===== config.mk =====
export PLATFORM = sky130hd
export DESIGN_NAME = phoneme_playback_seq
export DESIGN_NICKNAME = d
export VERILOG_FILES = /design/src/rtl/phoneme_seq_pkg.sv /design/src/rtl/phoneme_playback_seq_tick_edge_sync.sv /design/src/rtl/phoneme_playback_seq.sv
export SDC_FILE = /design/constraint.sdc
export NUM_CORES = 1
export LEC_CHECK = 0
export CAP_MARGIN = 30
export CORE_MARGIN = 4
export CORE_UTILIZATION = 50
export DETAILED_ROUTE_END_ITERATION = 10
export PLACE_DENSITY = 0.75
export SETUP_SLACK_MARGIN = 0.15
export SYNTH_ARGS = -nofsm -noshare
export SYNTH_HDL_FRONTEND = slang
export SYNTH_SLANG_ARGS = --single-unit

===== constraint.sdc =====
create_clock -name clk_50 -period 5.59 [get_ports clk_50]
set_input_delay 1.3975 -clock clk_50 [delete_from_list [all_inputs] [get_ports clk_50]]
set_output_delay 1.3975 -clock clk_50 [all_outputs]
set_load 0.005 [all_outputs]

===== src/rtl/phoneme_seq_pkg.sv =====
// Shared types and default sizing for the phoneme playback sequencer.
package phoneme_seq_pkg;

  typedef enum logic [2:0] {
    ST_IDLE     = 3'd0,
    ST_LOAD     = 3'd1,
    ST_FETCH    = 3'd2,
    ST_WAIT_MEM = 3'd3,
    ST_PLAY     = 3'd4,
    ST_DONE     = 3'd5
  } state_e;

  localparam int DEF_ADDR_W     = 24;
  localparam int DEF_DATA_W     = 32;
  localparam int DEF_SAMPLE_W   = 8;
  localparam int DEF_LANES      = DEF_DATA_W / DEF_SAMPLE_W;
  localparam int DEF_BYTE_SHIFT = $clog2(DEF_DATA_W / 8);

  // Right-shift that turns a byte address into a word address.
  function automatic int byte_shift(input int data_w);
    return $clog2(data_w / 8);
  endfunction

endpackage


===== src/rtl/phoneme_playback_seq_tick_edge_sync.sv =====
// Brings the audio-rate tick into clk_50 and emits one pulse per rising edge.
module tick_edge_sync (
  input  logic clk_i,
  input  logic rst_i,
  input  logic async_i,
  output logic pulse_o
);

  logic sync1_q;
  logic sync2_q;
  logic prev_q;

  // Two-flop synchroniser followed by a history flop for edge detection.
  always_ff @(posedge clk_i) begin
    if (rst_i) begin
      sync1_q <= 1'b0;
      sync2_q <= 1'b0;
      prev_q  <= 1'b0;
    end else begin
      sync1_q <= async_i;
      sync2_q <= sync1_q;
      prev_q  <= sync2_q;
    end
  end

  assign pulse_o = sync2_q & ~prev_q;

endmodule


===== src/rtl/phoneme_playback_seq.sv =====
// Plays a byte-addressed sample segment from word memory, one sample per audio tick.
// Optional macro PHONEME_LOOP_EN adds the loop input for continuous segment replay.
module phoneme_playback_seq
  import phoneme_seq_pkg::*;
#(
  parameter int ADDR_W   = DEF_ADDR_W,
  parameter int DATA_W   = DEF_DATA_W,
  parameter int SAMPLE_W = DEF_SAMPLE_W
) (
  input  logic                clk_50,
  input  logic                rst,
  input  logic                start,
  input  logic [ADDR_W-1:0]   start_address,
  input  logic [ADDR_W-1:0]   end_address,
  input  logic                reverse,
  input  logic                pause,
  input  logic                sample_tick,
`ifdef PHONEME_LOOP_EN
  input  logic                loop,
`endif
  output logic                mem_read,
  output logic [ADDR_W-1:0]   mem_addr,
  input  logic                mem_valid,
  input  logic [DATA_W-1:0]   mem_data,
  output logic [SAMPLE_W-1:0] sample_out,
  output logic                sample_valid,
  output logic                start_ack,
  output logic                busy,
  output logic                seg_done
);

  localparam int LANES  = DATA_W / SAMPLE_W;
  localparam int BSHIFT = byte_shift(DATA_W);
  localparam int LANE_W = (LANES > 1) ? $clog2(LANES) : 1;
  localparam logic [LANE_W-1:0] LAST_LANE = LANE_W'(LANES - 1);
  localparam logic [LANE_W-1:0] LANE_ONE  = LANE_W'(1);
  localparam logic [ADDR_W-1:0] WORD_ONE  = ADDR_W'(1);

  state_e                       state_q, state_d;
  logic [ADDR_W-1:0]            sw_q, sw_d;
  logic [ADDR_W-1:0]            ew_q, ew_d;
  logic                         rev_q, rev_d;
  logic [ADDR_W-1:0]            cur_q, cur_d;
  logic [DATA_W-1:0]            word_q, word_d;
  logic [LANE_W-1:0]            lane_q, lane_d;
  logic [SAMPLE_W-1:0]          sample_out_q, sample_out_d;
  logic                         sample_valid_q, sample_valid_d;
  logic                         start_ack_q, start_ack_d;
  logic                         seg_done_q, seg_done_d;
  logic                         mem_read_q, mem_read_d;
  logic [ADDR_W-1:0]            mem_addr_q, mem_addr_d;
  logic                         busy_q;

  logic                         tick_edge_s;
  logic [ADDR_W-1:0]            first_w_s;
  logic [ADDR_W-1:0]            last_w_s;
  logic [LANE_W-1:0]            lane_idx_s;
  logic [LANES-1:0][SAMPLE_W-1:0] lanes_s;

  tick_edge_sync u_tick (
    .clk_i   (clk_50),
    .rst_i   (rst),
    .async_i (sample_tick),
    .pulse_o (tick_edge_s)
  );

  // Reverse playback walks words from the end bound down and lanes from the top down.
  assign first_w_s  = rev_q ? ew_q : sw_q;
  assign last_w_s   = rev_q ? sw_q : ew_q;
  assign lane_idx_s = rev_q ? (LAST_LANE - lane_q) : lane_q;
  assign lanes_s    = word_q;

  // Next-state and next-output decode for the playback sequencer.
  always_comb begin
    state_d        = state_q;
    sw_d           = sw_q;
    ew_d           = ew_q;
    rev_d          = rev_q;
    cur_d          = cur_q;
    word_d         = word_q;
    lane_d         = lane_q;
    sample_out_d   = sample_out_q;
    sample_valid_d = 1'b0;
    start_ack_d    = 1'b0;
    seg_done_d     = 1'b0;
    mem_read_d     = 1'b0;
    mem_addr_d     = mem_addr_q;
    case (state_q)
      ST_IDLE: begin
        if (start) begin
          state_d     = ST_LOAD;
          start_ack_d = 1'b1;
          sw_d        = start_address >> BSHIFT;
          ew_d        = end_address >> BSHIFT;
          rev_d       = reverse;
        end else begin
          state_d = ST_IDLE;
        end
      end
      ST_LOAD: begin
        if (ew_q < sw_q) begin
          state_d = ST_DONE;
        end else begin
          cur_d   = first_w_s;
          state_d = ST_FETCH;
        end
      end
      ST_FETCH: begin
        mem_read_d = 1'b1;
        mem_addr_d = cur_q;
        state_d    = ST_WAIT_MEM;
      end
      ST_WAIT_MEM: begin
        if (mem_valid) begin
          word_d  = mem_data;
          lane_d  = '0;
          state_d = ST_PLAY;
        end else begin
          state_d = ST_WAIT_MEM;
        end
      end
      ST_PLAY: begin
        // Ticks arriving while paused are dropped, leaving lane and word untouched.
        if (tick_edge_s && !pause) begin
          sample_out_d   = lanes_s[lane_idx_s];
          sample_valid_d = 1'b1;
          if (lane_q == LAST_LANE) begin
            if (cur_q == last_w_s) begin
`ifdef PHONEME_LOOP_EN
              if (loop) begin
                seg_done_d = 1'b1;
                cur_d      = first_w_s;
                state_d    = ST_FETCH;
              end else begin
                state_d = ST_DONE;
              end
`else
              state_d = ST_DONE;
`endif
            end else begin
              cur_d   = rev_q ? (cur_q - WORD_ONE) : (cur_q + WORD_ONE);
              state_d = ST_FETCH;
            end
          end else begin
            lane_d = lane_q + LANE_ONE;
          end
        end else begin
          state_d = ST_PLAY;
        end
      end
      ST_DONE: begin
        seg_done_d = 1'b1;
        state_d    = ST_IDLE;
      end
      default: begin
        state_d = ST_IDLE;
      end
    endcase
  end

  // State and registered-output update with synchronous reset.
  always_ff @(posedge clk_50) begin
    if (rst) begin
      state_q        <= ST_IDLE;
      sw_q           <= '0;
      ew_q           <= '0;
      rev_q          <= 1'b0;
      cur_q          <= '0;
      word_q         <= '0;
      lane_q         <= '0;
      sample_out_q   <= '0;
      sample_valid_q <= 1'b0;
      start_ack_q    <= 1'b0;
      seg_done_q     <= 1'b0;
      mem_read_q     <= 1'b0;
      mem_addr_q     <= '0;
      busy_q         <= 1'b0;
    end else begin
      state_q        <= state_d;
      sw_q           <= sw_d;
      ew_q           <= ew_d;
      rev_q          <= rev_d;
      cur_q          <= cur_d;
      word_q         <= word_d;
      lane_q         <= lane_d;
      sample_out_q   <= sample_out_d;
      sample_valid_q <= sample_valid_d;
      start_ack_q    <= start_ack_d;
      seg_done_q     <= seg_done_d;
      mem_read_q     <= mem_read_d;
      mem_addr_q     <= mem_addr_d;
      busy_q         <= (state_d != ST_IDLE);
    end
  end

  assign mem_read     = mem_read_q;
  assign mem_addr     = mem_addr_q;
  assign sample_out   = sample_out_q;
  assign sample_valid = sample_valid_q;
  assign start_ack    = start_ack_q;
  assign seg_done     = seg_done_q;
  assign busy         = busy_q;

endmodule


# Yosys cells after proc, flatten, opt, wreduce, memory -nomap -nowiden
# Index checks and enable logic that the tools add are counted.
# word_totals
reg_bits,146
# op_classes
add_sub_neg,4
magnitude_cmp,2
n_eq_ne,13
muxes,26
bitwise,4
n_reduce_logical,13
# ops
op,n
2-to-1 mux 24 bit,5
case mux 24 bit (2 select lines),1
2-to-1 mux 22 bit,2
"adder 24 x 1 -> 24 bit, second input constant",1
== test 24 x 22 -> 1 bit,1
"subtractor 24 x 1 -> 24 bit, second input constant",1
< comparator 22 bit,1
binary-select mux 8 bit (select 2 bit),1
2-to-1 mux 3 bit,5
case mux 3 bit (5 select lines),1
"inequality test 2 bit, second input constant",6
2-to-1 mux 2 bit,4
2-to-1 mux 8 bit,1
"== test 3 x 2 -> 1 bit, second input constant",2
"== test 3 bit, second input constant",2
AND reduction 2 bit,3
2-to-1 mux 1 bit,5
AND reduction 5 bit,1
case mux 2 bit (2 select lines),1
AND reduction 4 bit,1
nonzero test 2 bit,2
OR reduction 2 bit,2
"== test 3 x 1 -> 1 bit, second input constant",1
logical NOT 3 bit,1
9 further kinds,11

# Logic depth before layout (Yosys ltp)
# Gate-level depths: netlist of the first run.
# logic_depth
word_depth,7
depth_mapped,13

# Modules after synthesis
# Synthesis of the first run repeated with hierarchy kept, for this count alone.
# hier_totals
cells_unflattened,992
hier_area_um2,7872.6
# modules_own_cells
mod,instances,cells_per_inst,area_each_um2,seq_area_each_um2
phoneme_playback_seq,1,985,7785.0,2862.7
tick_edge_sync,1,7,87.6,60.1

# Least setup slack after synthesis of the first run
# Ideal clock, no wire load.
# synth_path
path_kind,register to register
startpoint,reg rev_q
endpoint,reg cur_q[20]
arrival_time_ps,3113
slack_ps,2347
path_stages_with_launch,14
n_path_buf,2
cell_sequence,dfxtp_1 > buf_6 > buf_4 > inv_1 > fa_1 > nor2b_1 > o211ai_1 > a211oi_1 > o211ai_1 > a21oi_1 > nor2_1 > o21ai_0 > mux2i_1 > o32ai_1
# synth_between
elab_chain_cells,5
# synth_rtl
element,line,source
start: declaration,phoneme_playback_seq.sv:42,"logic rev_q, rev_d;"
start signal: assignment,phoneme_playback_seq.sv:182,rev_q <= rev_d;
"parallel branches: the longest is 5 deep, another holds == test 24 x 22 -> 1 bit",-,
end signal: assignment,phoneme_playback_seq.sv:183,cur_q <= cur_d;
end: declaration,phoneme_playback_seq.sv:43,"logic [ADDR_W-1:0] cur_q, cur_d;"
# Several ways; the timed one is not identified. The select of a mux whose other input is x is not followed.
# A chain may end at the register's enable or synchronous reset.

# Final worst setup path of the first run
# layout_path
startpoint,in pause
endpoint,reg cur_q[23]
# layout_between
elab_chain_cells,4
# layout_rtl
element,line,source
start: declaration,phoneme_playback_seq.sv:16,"input logic pause,"
logical NOT 1 bit,phoneme_playback_seq.sv:124,if (tick_edge_s && !pause) begin
logical AND 1 bit,phoneme_playback_seq.sv:124,
inequality test 2 bit (no line),-,
AND reduction 5 bit (no line),-,
# No other way between the ends.

==> impl_metrics.tcl, run 1 <==
set metrics [dict create \
    hold_viol_final 0 \
    power_density_nw_per_um2 399 \
    hold_class "reg2reg" \
    critical_path.slowest_cell "nor2_1" \
    core_um2 15300 \
    synthesis.nets 1127 \
    cts_resized 0 \
    synth_cells 995 \
    grt_pass1_vias 6429 \
    slew_headroom_pct 43.4 \
    cp.required_ns 5.90 \
    fmax_mhz 272 \
    h-tree-depth 4 \
    die_area_um2 17700 \
    clock-sinks 146 \
    groute.usage.overall_pct 22.0 \
    cp_top_family "simple AND/OR/NAND/NOR gates" \
    drv_cap 0 \
    drt_wl_total_um 19500 \
    synth_cell_types 50 \
    synth_ff_type "dfxtp_1" \
    cts_max_path_buffers 2 \
    cellLeakagePower_nw 3.55 \
    drc_errors 0 \
    ys_async_sr_fraction_pct 0 \
    r2r_setup_slack_ns 2.06 \
    layout_common_cells "263 x nand2_1, 155 x a21oi_1, 145 x dfxtp_1" \
    grt_pass1_wl_um 31800 \
    cpPeakStageDelay_ns 0.52 \
    clock_latency_ns 0.43 \
    netlist_area_um2 7810 \
    antenna_found_initial 0 \
    synth_enable_flop_cells 0 \
    cts-root-buf "clkbuf_16" \
    final_common_cell "nand2_1" \
    critPathKind "in2reg" \
    setup_viol 0 \
    synth_top_area_cell "dfxtp_1" \
    placed_cells 1280 \
    viasPerCell 5.34 \
    drtAntennaViolNets 0 \
    ir_drop_v 0.000232 \
    p_total_mw 3.88 \
    rows 45 \
    fin_crit_sh_pct 65.8 \
    yosysWarnings 0 \
    finalClockSkew_ns 0.00729 \
    cp-start-kind "primary input" \
    layout_min_cycle_time_ns 3.68 \
    utilization_pct 63.7 \
    slew_violations 0 \
    worstMarginPinSlew_ns 0.846 \
    avgSynthCellArea_um2 7.85 \
    critPathCaptureType "register" \
    rr_worst_depth 10 \
    status "finished, final reports clean" \
    dp_hpwl_um 14000 \
    ys_seq_area_share_pct 37.4 \
    die_w_um 133 \
    first_pass_iters 5 \
    start_util_pct 51.2 \
    drtIter0Drc 442 \
    arrival_ns 3.99 \
    overflow 0 \
    clk_pin_slew_ns 0.06 \
    gp_congestion 0.871 \
    vias 7005 \
    min_to "u_tick.sync2_q" \
    port-buffer-count 119 \
    worst-path-max-fanout 32 \
    path_buf_inv 2 \
    cts_buffers 17 \
    syn2layout_area_growth_pct 24.6 \
    worstHoldStart "u_tick.sync1_q" \
    fin_setup_tns_ns 0 \
    rsz0062_at_grt "no" \
    r2r-start "rev_q" \
    drive_gt1_share_pct 5.44 \
    synth_area_leaders "dfxtp_1 37%, nand2_1 13%, a21oi_1 9.9%" \
    cp_cell_sequence "clkdlybuf4s50_1, or3b_2, nor2_1, o211ai_2, o21ai_2, buf_4, nor2_1, o21ai_1, o31ai_1" \
    final_nets 1221 \
    postCtsHoldBufs 0 \
    post_drt_wl_per_cell_um 14.9 \
    cts_setup_buffers 0 \
    synth_top_area_share_pct 37.4 \
    synth-seq-cells 146 \
    r2r-end "busy" \
    die_h_um 133 \
    tritoncts "yes" \
    num_antenna_cells 0 \
    ios 124 \
    fin_cells 1313 \
    grt_max_degree 101 \
    holdPathStages 1 \
    cpMostUsedCell "nor2_1" \
]
## Yosys cell counts (all sizes together), types with 4 or more instances
master  count
nand2     263
a21oi     155
dfxtp     146
nor2       50
clkbuf     48
ha         44
mux2i      44
inv        36
xnor2      31
o21ai      30
a21o       16
o211ai     13
nor3       11
a211oi      8
mux4        8
xor2        8
a31oi       7
buf         7
o211a       7
nand4       6
nor2b       6
nand2b      5
nor4        5
and2        4
o31ai       4
## logic make-up (layout without fill, tap and decap cells)
group / after synthesis / count (layout) / share of synthesized area (%)
compound gates: 255 / 255 / 19.0
xor+xnor: 39 / 39 / 4.38
fa+ha+maj: 45 / 45 / 7.31
buf+inv: 91 / 198 / 4.65
flops: 146 / 146 / 37.4
mux: 52 / 52 / 7.95
simple gates: 367 / 367 / 19.3
## routing by layer
layer,vias to the layer above,part of all wire (%),track usage [%]
li1,3604,-,-
met1,3194,49,31.9
met3,27,5.7,4.30
met5,-,0,0
met4,0,1.6,6.81
met2,180,43,33.0
## registers in the layout (all words and copies together), names as in the netlist
name	flops
rev_q	1
u_tick.sync2_q	1
cur_q	24
state_q	3
sample_out	8
u_tick.prev_q	1
sample_valid	1
busy	1
mem_addr	24
start_ack	1
u_tick.sync1_q	1
sw_q	22
seg_done	1
mem_read	1
lane_q	2
lanes_s	32
ew_q	22
## report_power, final
| group | internal (mW) | switching, mW |
|---|---|---|
| registers | 1.17 | 0.187 |
| logic | 0.587 | 0.809 |
| clock network | 0.669 | 0.451 |
| total | 2.43 | 1.45 |
## worst max-delay path by stage
stage               startpoint        end  slack [ns]  cells after the start
global route             pause  cur_q[23]        1.70                      9
global placement         pause  cur_q[23]        1.48                      9
finish                   pause  cur_q[23]        1.91                      9
detailed placement       pause  cur_q[13]        1.44                      8
floorplan                rev_q  cur_q[20]        2.35                     13
CTS                      pause  cur_q[13]        1.89                      8
## cell type report
cell class	instances	area, um^2
timing repair buffer	130	1290
clock inverter	12	133
multi-input combinational	758	4530
tap	211	264
inverter	36	135
clock buffer	20	447
sequential	146	2930
fill	1368	5530
## per-stage QoR
stage	instance area [um^2]	hold WS (ns)	worst slack, ns
CTS	9710	0.453	1.89
floorplan	7810	0.414	2.35
detailed placement	9130	0.439	1.44
global placement	9110	0.418	1.48
finish	9730	0.448	1.91
global route	9730	0.469	1.70
(Power assumes the default switching activity.)
==> run 2: changes to the inputs <==
==> constraint.sdc (replaced) <==
create_clock -name clk_50 -period 3.7 [get_ports clk_50]
set_input_delay 0.925 -clock clk_50 [delete_from_list [all_inputs] [get_ports clk_50]]
set_output_delay 0.925 -clock clk_50 [all_outputs]
set_load 0.005 [all_outputs]
==> run 2 against run 1 <==
Against the previous run: flip-flop and latch count did not move; clock skew up 0.0016 ns; via count increased by 0.93%; combinational power is 56% higher; sequential share of layout area decreased by 0.20 points; critical path depth increased by 3; clock power up 57%; first-iteration DRC count grew 22%; design area up 0.66%; die area stayed put; largest cell class unchanged; highest routed layer unchanged.
==> impl_metrics.tcl, run 2 (same netlist as run 1, synthesis figures left out) <==
set metrics [dict create \
    grt_pass1_wl_um 32300 \
    groute.usage.overall_pct 22.5 \
    drt_wl_total_um 20000 \
    layout_min_cycle_time_ns 3.21 \
    gp_congestion 0.881 \
    gr-usage-met3_pct 4.18 \
    clock-sinks 146 \
    port-buffer-count 119 \
    cp.required_ns 4.04 \
    arrival_ns 3.55 \
    fin_crit_sh_pct 86.7 \
    largest_register_ffs 32 \
    syn2layout_area_growth_pct 25.4 \
    fmax_mhz 312 \
    drtAntennaViolNets 0 \
    finalClockSkew_ns 0.00892 \
    fin_setup_tns_ns 0 \
    ios 124 \
    cp_cell_sequence "buf_12, buf_4, ha_1, o21ai_0, a21oi_1, nand2_1, a211oi_1, o2111ai_1, and3_1, nor4_1, o21ai_1, o31ai_1" \
    cts_resized 0 \
    slew_headroom_pct 38.4 \
    drive_gt1_share_pct 5.88 \
    hold_class "reg2reg" \
    post_drt_wl_per_cell_um 15.2 \
    grt_pass1_vias 6446 \
    status "finished, final reports clean" \
    clock_latency_ns 0.43 \
    cellLeakagePower_nw 3.58 \
    layout_common_cells "263 x nand2_1, 155 x a21oi_1, 145 x dfxtp_1" \
    slew_violations 0 \
    setup_slack_ns 0.493 \
    critical_path.slowest_cell "dfxtp_4" \
    final_common_cell "nand2_1" \
    die_w_um 133 \
    die_h_um 133 \
    critPathKind "reg2reg" \
    antenna_found_initial 0 \
    num_antenna_cells 0 \
    die_area_um2 17700 \
    use_met1_pct 33.5 \
    cts-root-buf "clkbuf_16" \
    rows 45 \
    rsz0062_at_grt "no" \
    worst-path-max-fanout 57 \
    cts_max_path_buffers 2 \
    cts_buffers 17 \
    dp_hpwl_um 14400 \
    dp_slack_ns 0.564 \
    cp-start-kind "register" \
    power_density_nw_per_um2 610 \
    cpPeakStageDelay_ns 0.54 \
    worstMarginPinSlew_ns 0.921 \
    cts_setup_buffers 0 \
    clk_pin_slew_ns 0.06 \
    final_nets 1225 \
    grt_busiest_layer "met1" \
    setup_viol 0 \
    h-tree-depth 4 \
    first_pass_iters 5 \
    ir_drop_v 0.000384 \
    grt.met2_usage_pct 32.8 \
    grt_max_degree 91 \
    core_um2 15300 \
    drtIter0Drc 538 \
    drc_errors 0 \
    drv_cap 0 \
    start_util_pct 51.2 \
    tritoncts "yes" \
    critPathCaptureType "register" \
    overflow 0 \
    fillCellCount 1370 \
    viasPerCell 5.37 \
    hold_viol_final 0 \
    vias 7070 \
    postCtsHoldBufs 0 \
]
==> run 2: layout make-up <==
type | instances | area, um^2 | share of cell area (%)
Clock buffer | 21 | 482 | 4.92
Clock inverter | 11 | 126 | 1.29
Inverter | 36 | 135 | 1.38
Multi-Input combinational cell | 758 | 4530 | 46.3
Sequential cell | 146 | 2930 | 29.9
Tap cell | 211 | 264 | 2.70
Timing Repair Buffer | 134 | 1330 | 13.5
==> run 2: per-stage QoR <==
step	utilization (%)	power (mW)	instance area [um^2]	hold WS [ns]	instances
2_1_floorplan	-	3.57	7810	0.414	995
3_3_place_gp	60.2	4.19	9180	0.437	1285
3_5_place_dp	60.2	4.22	9180	0.436	1285
4_1_cts	64.2	5.98	9790	0.450	1317
5_1_grt	64.2	6.34	9790	0.464	1317
6_report	64.2	5.97	9790	0.446	1317
==> run 2: power by group <==
| part | total [mW] | internal [mW] | leakage, nW | switching (mW) |
|---|---|---|---|---|
| Clock | 1.76 | 1.07 | 0.287 | 0.687 |
| Combinational | 2.19 | 0.911 | 2.11 | 1.28 |
| Sequential | 2.03 | 1.77 | 1.19 | 0.253 |
| Total | 5.97 | 3.75 | 3.58 | 2.22 |
==> run 2: path summary, 6_finish.rpt <==
path                                     start              to  slack [ns]  cells past startpoint
worst min-delay path            u_tick.sync1_q  u_tick.sync2_q        0.45                      1
worst min register to register  u_tick.sync1_q  u_tick.sync2_q        0.45                      1
worst max register to register           rev_q       cur_q[23]        0.49                     12
worst max-delay path                     rev_q       cur_q[23]        0.49                     12
==> run 2: per-layer routing <==
layer | vias to the layer above | share of wire, %
met5 | - | 0
met4 | 0 | 1.4
met3 | 26 | 5.7
met2 | 185 | 43
met1 | 3247 | 50
li1 | 3612 | -
==> run 2: critical path: cells and delay by family, from the launching register on <==
family	cells	cell delay (ns)
adders and majority gates	1	0.25
buffers and inverters	2	0.58
AOI/OAI and AO/OA	6	1.14
and+or+nand+nor	3	0.58
DFF	1	0.54
